===== src/rtl/bram_scale_ctrl_pkg.sv =====
`default_nettype none
// ============================================================================
// Module      : bram_scale_ctrl_pkg
// Description : Shared definitions for the BRAM block-scale sequencer:
//               default widths, saturation bounds and the controller state
//               encoding.
// Revision    : 1.0 - initial release
// ============================================================================
package bram_scale_ctrl_pkg;

  localparam int DEF_ADDR_W = 10;
  localparam int DEF_DATA_W = 8;
  localparam int DEF_LEN_W  = 11;

  localparam int SAT_MAX = 127;
  localparam int SAT_MIN = -128;

  typedef enum logic [1:0] {
    ST_IDLE  = 2'd0,
    ST_RUN   = 2'd1,
    ST_DRAIN = 2'd2,
    ST_FIN   = 2'd3
  } state_t;

endpackage
`default_nettype wire


===== src/rtl/bram_scale_ctrl_scale_sat8.sv =====
`default_nettype none
// ============================================================================
// Module      : scale_sat8
// Description : Combinational signed multiply, arithmetic right shift and
//               clamp to the signed sample range.
// Revision    : 1.0 - initial release
// Ports       : x     in  DATA_W  signed sample
//               gain  in  DATA_W  signed multiplier
//               shift in  3       arithmetic right-shift amount
//               y     out DATA_W  clamped result
//               sat   out 1       result was clamped
// ============================================================================
module scale_sat8
  import bram_scale_ctrl_pkg::*;
#(
  parameter int DATA_W = DEF_DATA_W
) (
  input  logic [DATA_W-1:0] x,
  input  logic [DATA_W-1:0] gain,
  input  logic [2:0]        shift,
  output logic [DATA_W-1:0] y,
  output logic              sat
);

  localparam int PW = 2 * DATA_W;
  localparam logic signed [PW-1:0] c_hi = PW'(SAT_MAX);
  localparam logic signed [PW-1:0] c_lo = PW'(SAT_MIN);

  logic signed [PW-1:0] w_x;
  logic signed [PW-1:0] w_g;
  logic signed [PW-1:0] w_prod;
  logic signed [PW-1:0] w_shr;

  always_comb begin
    // Sign-extend explicitly so the product is a true full-width signed one.
    w_x    = {{DATA_W{x[DATA_W-1]}}, x};
    w_g    = {{DATA_W{gain[DATA_W-1]}}, gain};
    w_prod = w_x * w_g;
    w_shr  = w_prod >>> shift;
    sat    = 1'b0;
    y      = w_shr[DATA_W-1:0];
    if (w_shr > c_hi) begin
      y   = c_hi[DATA_W-1:0];
      sat = 1'b1;
    end else if (w_shr < c_lo) begin
      y   = c_lo[DATA_W-1:0];
      sat = 1'b1;
    end
  end

endmodule
`default_nettype wire


===== src/rtl/bram_scale_ctrl.sv =====
`default_nettype none
// ============================================================================
// Module      : bram_scale_ctrl
// Description : Block sequencer for a shared dual-port BRAM. Reads LEN signed
//               samples from SRC on port A, scales/saturates each one and
//               writes them to DST on port B at one element per cycle.
// Revision    : 1.0 - initial release
// Ports       : clk, rst              clock, synchronous active-high reset
//               start, abort          operation request / cancel
//               cfg_src/dst/len       block addresses and element count
//               cfg_gain/shift        scale factor and right shift
//               busy, done, aborted   status (done/aborted are pulses)
//               sat_count             clamped elements of the last operation
//               bram_*_a              read port (dout has 1-cycle latency)
//               bram_*_b              write port
// ============================================================================
module bram_scale_ctrl
  import bram_scale_ctrl_pkg::*;
#(
  parameter int ADDR_W = DEF_ADDR_W,
  parameter int DATA_W = DEF_DATA_W,
  parameter int LEN_W  = DEF_LEN_W
) (
  input  logic              clk,
  input  logic              rst,
  input  logic              start,
  input  logic              abort,
  input  logic [ADDR_W-1:0] cfg_src,
  input  logic [ADDR_W-1:0] cfg_dst,
  input  logic [LEN_W-1:0]  cfg_len,
  input  logic [DATA_W-1:0] cfg_gain,
  input  logic [2:0]        cfg_shift,
  output logic              busy,
  output logic              done,
  output logic              aborted,
  output logic [LEN_W-1:0]  sat_count,
  output logic [ADDR_W-1:0] bram_addr_a,
  output logic              bram_we_a,
  output logic [DATA_W-1:0] bram_din_a,
  input  logic [DATA_W-1:0] bram_dout_a,
  output logic [ADDR_W-1:0] bram_addr_b,
  output logic              bram_we_b,
  output logic [DATA_W-1:0] bram_din_b
);

  state_t            r_state;
  state_t            w_state_nxt;
  logic              w_accept;
  logic              w_abort;
  logic              w_last;

  logic [LEN_W-1:0]  r_len;
  logic [LEN_W-1:0]  r_k;
  logic [DATA_W-1:0] r_gain;
  logic [2:0]        r_shift;
  logic [ADDR_W-1:0] r_wptr;
  logic              r_rd_vld;   // bram_dout_a carries a live element this cycle

  logic [DATA_W-1:0] w_y;
  logic              w_sat;

  // Port A is read-only.
  assign bram_we_a  = 1'b0;
  assign bram_din_a = '0;

  scale_sat8 #(
    .DATA_W (DATA_W)
  ) u_scale (
    .x     (bram_dout_a),
    .gain  (r_gain),
    .shift (r_shift),
    .y     (w_y),
    .sat   (w_sat)
  );

  always_comb begin
    w_state_nxt = r_state;
    w_accept    = 1'b0;
    w_abort     = abort && (r_state != ST_IDLE);
    w_last      = (r_k == r_len - LEN_W'(1));
    case (r_state)
      ST_IDLE: begin
        if (start) begin
          w_accept    = 1'b1;
          w_state_nxt = (cfg_len == '0) ? ST_FIN : ST_RUN;
        end
      end
      ST_RUN:   if (w_last) w_state_nxt = ST_DRAIN;
      // The last two writes retire during DRAIN and FIN.
      ST_DRAIN: w_state_nxt = ST_FIN;
      ST_FIN:   w_state_nxt = ST_IDLE;
      default:  w_state_nxt = ST_IDLE;
    endcase
    if (w_abort) w_state_nxt = ST_IDLE;
  end

  always_ff @(posedge clk) begin
    if (rst) begin
      r_state     <= ST_IDLE;
      busy        <= 1'b0;
      done        <= 1'b0;
      aborted     <= 1'b0;
      sat_count   <= '0;
      bram_addr_a <= '0;
      bram_addr_b <= '0;
      bram_we_b   <= 1'b0;
      bram_din_b  <= '0;
      r_len       <= '0;
      r_k         <= '0;
      r_gain      <= '0;
      r_shift     <= '0;
      r_wptr      <= '0;
      r_rd_vld    <= 1'b0;
    end else begin
      r_state   <= w_state_nxt;
      busy      <= (w_state_nxt != ST_IDLE);
      done      <= (r_state == ST_FIN) && !w_abort;
      aborted   <= w_abort;
      r_rd_vld  <= (r_state == ST_RUN) && !w_abort;
      bram_we_b <= r_rd_vld && !w_abort;

      if (w_accept) begin
        r_len       <= cfg_len;
        r_gain      <= cfg_gain;
        r_shift     <= cfg_shift;
        r_wptr      <= cfg_dst;
        bram_addr_a <= cfg_src;
        r_k         <= '0;
        sat_count   <= '0;
      end else if ((r_state == ST_RUN) && !w_last) begin
        bram_addr_a <= bram_addr_a + 1'b1;
        r_k         <= r_k + 1'b1;
      end

      // Result register doubles as the port B output stage.
      if (r_rd_vld && !w_abort) begin
        bram_addr_b <= r_wptr;
        bram_din_b  <= w_y;
        r_wptr      <= r_wptr + 1'b1;
        if (w_sat && (sat_count != {LEN_W{1'b1}})) begin
          sat_count <= sat_count + 1'b1;
        end
      end
    end
  end

endmodule
`default_nettype wire

===== config.mk =====
export PLATFORM = sky130hd
export DESIGN_NAME = bram_scale_ctrl
export DESIGN_NICKNAME = d
export VERILOG_FILES = /design/src/rtl/bram_scale_ctrl_pkg.sv /design/src/rtl/bram_scale_ctrl_scale_sat8.sv /design/src/rtl/bram_scale_ctrl.sv
export SDC_FILE = /design/constraint.sdc
export NUM_CORES = 1
export LEC_CHECK = 0
export ABC_AREA = 1
export CORE_ASPECT_RATIO = 1.5
export CORE_UTILIZATION = 45
export CTS_BUF_LIST = sky130_fd_sc_hd__clkbuf_16
export CTS_CLUSTER_DIAMETER = 60
export DETAILED_ROUTE_END_ITERATION = 6
export PLACE_DENSITY = 0.78
export SLEW_MARGIN = 20
export SYNTH_ARGS = -nofsm -noshare
export SYNTH_HDL_FRONTEND = slang
export SYNTH_SLANG_ARGS = --single-unit

===== constraint.sdc =====
create_clock -name clk -period 7.3 [get_ports clk]
set_input_delay 1.46 -clock clk [delete_from_list [all_inputs] [get_ports clk]]
set_output_delay 1.46 -clock clk [all_outputs]
set_load 0.01 [all_outputs]

Yosys cells after proc, flatten, opt, wreduce, memory -nomap -nowiden
Cells that the tools add are included.
{ "classes": {"muxes": 18, "mul": 1, "shifts": 1, "n_reduce_logical": 15, "add_sub_neg": 5, "magnitude_cmp": 2, "eq_ne": 5} }
{ "ops": {"columns": ["operator", "count"], "rows": [
  ["$mux W10", 4],
  ["$mux W11", 3],
  ["$add A11 B1 Y11 const B", 2],
  ["$add A10 B1 Y10 const B", 2],
  ["$gt A16 B8 Y1 const B", 1],
  ["$lt A16 B8 Y1 const B", 1],
  ["$mul A8 B8 Y16", 1],
  ["$mux W8", 2],
  ["$sshr A16 B3 Y16", 1],
  ["$eq A11 B11 Y1", 1],
  ["$logic_not A11 Y1", 1],
  ["$ne A11 B11 Y1 const B", 1],
  ["$sub A11 B1 Y11 const B", 1],
  ["$mux W2", 4],
  ["$pmux W2 S4", 1],
  ["$reduce_bool A2 Y1", 4],
  ["$logic_and A1 B1 Y1", 6],
  ["$eq A2 B2 Y1 const B", 2],
  ["$mux W1", 4],
  ["$eq A2 B1 Y1 const B", 1],
  ["$logic_not A1 Y1", 2],
  ["$logic_not A2 Y1", 1],
  ["$reduce_or A2 Y1", 1]
]} }
{ "word_totals": {"elab_cells": 62, "out_inout_bits": 52, "in_bits": 54, "ff_bits": 89} }

Longest topological paths before layout
{ "depth": {"depth_word": 8, "ltp_mapped": 32, "depth_no_buf": 32} }

Hierarchy
From an unflattened synthesis, not the netlist that was laid out.
{ "unflattened": {"hier_cells": 1178, "area_unflattened_um2": 7847.5} }
{ "by_module_without_submodules": {"columns": ["mod", "seq_area_each_um2", "instances", "area_each_um2", "cells_per_inst"], "rows": [
  ["bram_scale_ctrl", 1781.7, 1, 4403.0, 630],
  ["scale_sat8", 0.0, 1, 3444.6, 548]
]} }

Least setup slack after synthesis
OpenSTA, ideal clock, no wires.
{ "synth_timing": {"path_kind": "in2reg", "start": "input bram_dout_a[7]", "end": "register sat_count[4]", "slack_ns": 1.173, "path_buffers": 2, "setup_ns": 0.109, "required_ns": 7.191, "stages": 29, "t_arrival_ns": 6.018, "path_cell_list": "clkbuf_1 nand2_1 fa_1 inv_1 fa_1 inv_1 fa_1 fa_1 inv_1 ha_1 inv_1 o21bai_1 nor2_1 nand3_2 inv_2 nand2_4 nand2_4 inv_4 nand2_2 o211ai_1 nor2_1 nand3_2 nand2_4 nand2_4 buf_6 nand3_2 nand3_1 nand2_1 inv_1"} }
{ "synth_between": {"elab_chain_len": 8, "elab_cells_between_ends": 9, "classes_between": "mul: 1; order compare: 2; shift: 1; mux: 4; reduce/logical: 1"} }
{ "synth_rtl": {"columns": ["item", "line", "source"], "rows": [
  ["from (decl)", "bram_scale_ctrl.sv:40", "input logic [DATA_W-1:0] bram_dout_a,"],
  ["$mul A8 B8 Y16 (*)", "bram_scale_ctrl_scale_sat8.sv:38", "w_prod = w_x * w_g;"],
  ["$sshr A16 B3 Y16 (*)", "bram_scale_ctrl_scale_sat8.sv:39", "w_shr = w_prod >>> shift;"],
  ["$lt A16 B8 Y1", "bram_scale_ctrl_scale_sat8.sv:45", "end else if (w_shr < c_lo) begin"],
  ["$mux W1", "bram_scale_ctrl_scale_sat8.sv:45", null],
  ["$mux W1 (*)", "bram_scale_ctrl_scale_sat8.sv:42", "if (w_shr > c_hi) begin"],
  ["$logic_and A1 B1 Y1 (*)", "bram_scale_ctrl.sv:140", "if (w_sat && (sat_count != {LEN_W{1'b1}})) begin"],
  ["$mux W11 (*)", "bram_scale_ctrl.sv:140", null],
  ["$mux W11 (*)", "bram_scale_ctrl.sv:136", "if (r_rd_vld && !w_abort) begin"],
  ["to (signal assigned)", "bram_scale_ctrl.sv:141", "sat_count <= sat_count + 1'b1;"],
  ["to (decl)", "bram_scale_ctrl.sv:36", "output logic [LEN_W-1:0] sat_count,"]
]} }
Every way passes the cells marked *; elsewhere a longest branch is shown, timed or not.
A chain may end at the register's enable or synchronous reset.

Final worst setup path
{ "layout_timing": {"start": "input bram_dout_a[0]", "end": "register sat_count[0]"} }
The elaborated chain is that of the path after synthesis.

==> run summary <==
Status: complete, no violations
Min Tclk post-route: 6.76 ns
Mapped Cells: 1118
Endpoints failing setup: 0
Gpl congestion: 0.852
Crit path kind: in2reg
Clock Skew: 0.0112 ns
Global-route wire length before repair: 31900 um
Initial antenna violation count: 0
Hold Crit Depth: 2
Post-synth top area share: 0.230
Yosys top cell by area: dfxtp_1
Final instance count without filler cells: 1395
Max Fclk: 0.148 GHz
Worst-Skew Late Latency: 0.34 ns
IR drop worst, VDD: 198 uV
Post-Route Setup TNS: 0 ns
Placed wire-length estimate: 14700 um
Overall global routing resource usage: 0.223
Worst path bufs/invs: 4
CTS root buffer: clkbuf_16
Initial DRC count: 532
Routed WL: 18800 um
CTS tree: built
Layout cell share with drive strength beyond 1: 0.0633
CTS Buf Count: 9
Clk buf depth: 2
Startpoint Class: input port
Starting Density: 0.461
Crit path DAT: 6.98 ns
Chip height: 163 um
Largest net degree at the start of global routing: 54
Mapped Avg Cell Area: 6.94 um^2
Postcts setup bufs: 0
CP Capture Type: register
Most common cell after layout, fill and taps aside: nand2_1
Max cap viols: 0
Via count: 7285
I/O pin total: 106
Worst Hold Class: reg2reg
Sequential area share after synthesis: 0.230
Final Cycle Share: 0.926
First drt pass iteration count: 5
Worst Max-Slew Pin Slew: 0.726 ns
CP delay by family, top: adder cells
Placed Cells incl. Taps: 1379
DIE AREA: 17800 um^2
CP peak stage delay: 0.58 ns
Post-synth top flop: dfxtp_1
Synthesis Warnings: 0
Antenna Violating Nets Remaining: 0
Synth Cell Area: 7760 um^2
Req. time, crit path: 7.52 ns
Rows: 58
Total clock sinks: 89
Most frequent cells in the layout: nand2_1 (238), inv_1 (181), clkdlybuf4s50_1 (96)
Drt drc: 0
Layout Utilization: 0.539
RSZ-0062 raised after global routing: no
Die X: 109 um
Vias in the first global route: 7186
Ys async rst share: 0
Layout Area Growth over Synthesis: 17.0%
Area contributors post-synth: dfxtp_1 (23%), fa_1 (14%), nand2_1 (12%)
# H-tree levels: 3
Port Buf Inserts: 96
Max-slew headroom: 0.515
PostCTS Resize Cnt: 0
Placeable Area: 16800 um^2
Clock-pin slew on the worst setup and hold paths: 0.07 ns
Crit path top cell by count: nand2_1
Slew Viols, Final: 0
Final Hold Viols: 0
Vias per inst: 5.22
CP Max Fanout: 12
Critical path depth in cells: 30
Layout net count: 1323
Synthesized flop and latch total: 89
Number of synthesized flops with an enable pin: 0
Remaining Overflow, GRT: 0
CP max stage cell: clkdlybuf4s50_1
Leak: 4.23 nW
Wire per inst: 13.5 um
Power density over the cells: 275 nW/um^2
Reg2Reg Depth: 30
Netlist cell types: 48
Hold Buf Count CTS: 0
Ant. Diodes: 0
## synth_stat cells (2+ instances only)
library cell	instances
buf_1	4
nor2_2	9
nand3_1	67
xor2_1	24
dfxtp_1	89
buf_4	10
a31oi_1	15
o31ai_1	2
clkbuf_1	35
o21ai_0	77
nor3_1	12
a2111oi_0	2
o21ai_1	3
inv_1	182
inv_2	8
or2_2	6
a21oi_2	2
a21oi_1	61
nor4_1	5
nand2_2	8
fa_1	55
o211ai_1	11
nand3_2	10
xnor2_1	9
ha_1	34
nand2_1	238
clkinv_1	3
nand2_4	5
nand3_4	2
nand4_1	15
nor2_1	85
nor4b_1	2
nand3b_1	3
buf_2	6
o21a_1	6
## kinds of logic (layout without fill, tap and decap cells)
family | count (synthesis) | after routing | synth area share
simple gates | 471 | 471 | 0.276
buf+inv | 251 | 310 | 0.129
compound gates | 184 | 184 | 0.131
fa+ha+maj | 89 | 89 | 0.197
flops | 89 | 89 | 0.230
xor+xnor | 33 | 33 | 0.0372
other cells | 1 | 9 | 0.000483
## state kept, by name (all words and copies together) (netlist names)
name / flops
r_k: 11
r_len: 11
sat_count: 11
bram_addr_a: 10
bram_addr_b: 10
r_wptr: 10
bram_din_b: 8
r_gain: 8
r_shift: 3
r_state: 2
aborted: 1
bram_we_b: 1
busy: 1
done: 1
r_rd_vld: 1
## per-stage QoR
| stage | hold slack, ns | instance area [um^2] | setup WS [ns] | total power [mW] |
|---|---|---|---|---|
| floorplan | 0.448 | 7790 | 1.17 | 1.70 |
| global placement | 0.451 | 8780 | 0.240 | 2.01 |
| detailed placement | 0.468 | 8780 | 0.185 | 2.04 |
| CTS | 0.478 | 9080 | 0.545 | 2.52 |
| global route | 0.512 | 9080 | 0.135 | 2.74 |
| finish | 0.480 | 9080 | 0.540 | 2.50 |
## worst reg2reg max path, delay by kind of cell (launching register included)
| family | cells | cell delay [ns] |
|---|---|---|
| DFF | 1 | 0.38 |
| buffers and inverters | 4 | 0.34 |
| adders and majority gates | 5 | 2.48 |
| and+or+nand+nor | 21 | 2.21 |
## layout make-up
cell class                 count  area, um^2
sequential                    89        1780
inverter                     194         731
clock buffer                   9         225
fill                        1600        7750
timing repair buffer         100         991
tap                          210         263
clock inverter                 7        77.6
multi-input combinational    786        5010
## power breakdown
| part | switching [mW] | internal, mW | total [mW] | leakage (nW) |
|---|---|---|---|---|
| clock | 0.207 | 0.268 | 0.475 | 0.146 |
| combinational | 0.874 | 0.538 | 1.41 | 3.35 |
| sequential | 0.0707 | 0.544 | 0.614 | 0.730 |
| total | 1.15 | 1.35 | 2.50 | 4.23 |
## layer usage
metal,up-vias,part of all wire,global-route usage
met1,3404,0.38,0.240
met3,50,0.039,0.0216
met2,196,0.54,0.426
met4,0,0.036,0.102
met5,-,0,0
li1,3635,-,-
## path summary, 6_finish.rpt
check,endpoint,startpoint,slack (ns)
setup / recovery,sat_count[0],bram_dout_a[0],0.54
setup reg to reg,sat_count[0],r_gain[7],1.76
hold / removal,bram_din_b[7],bram_din_b[7],0.48
hold reg to reg,bram_din_b[7],bram_din_b[7],0.48
Note: power is estimated with default switching activity, not from simulation.
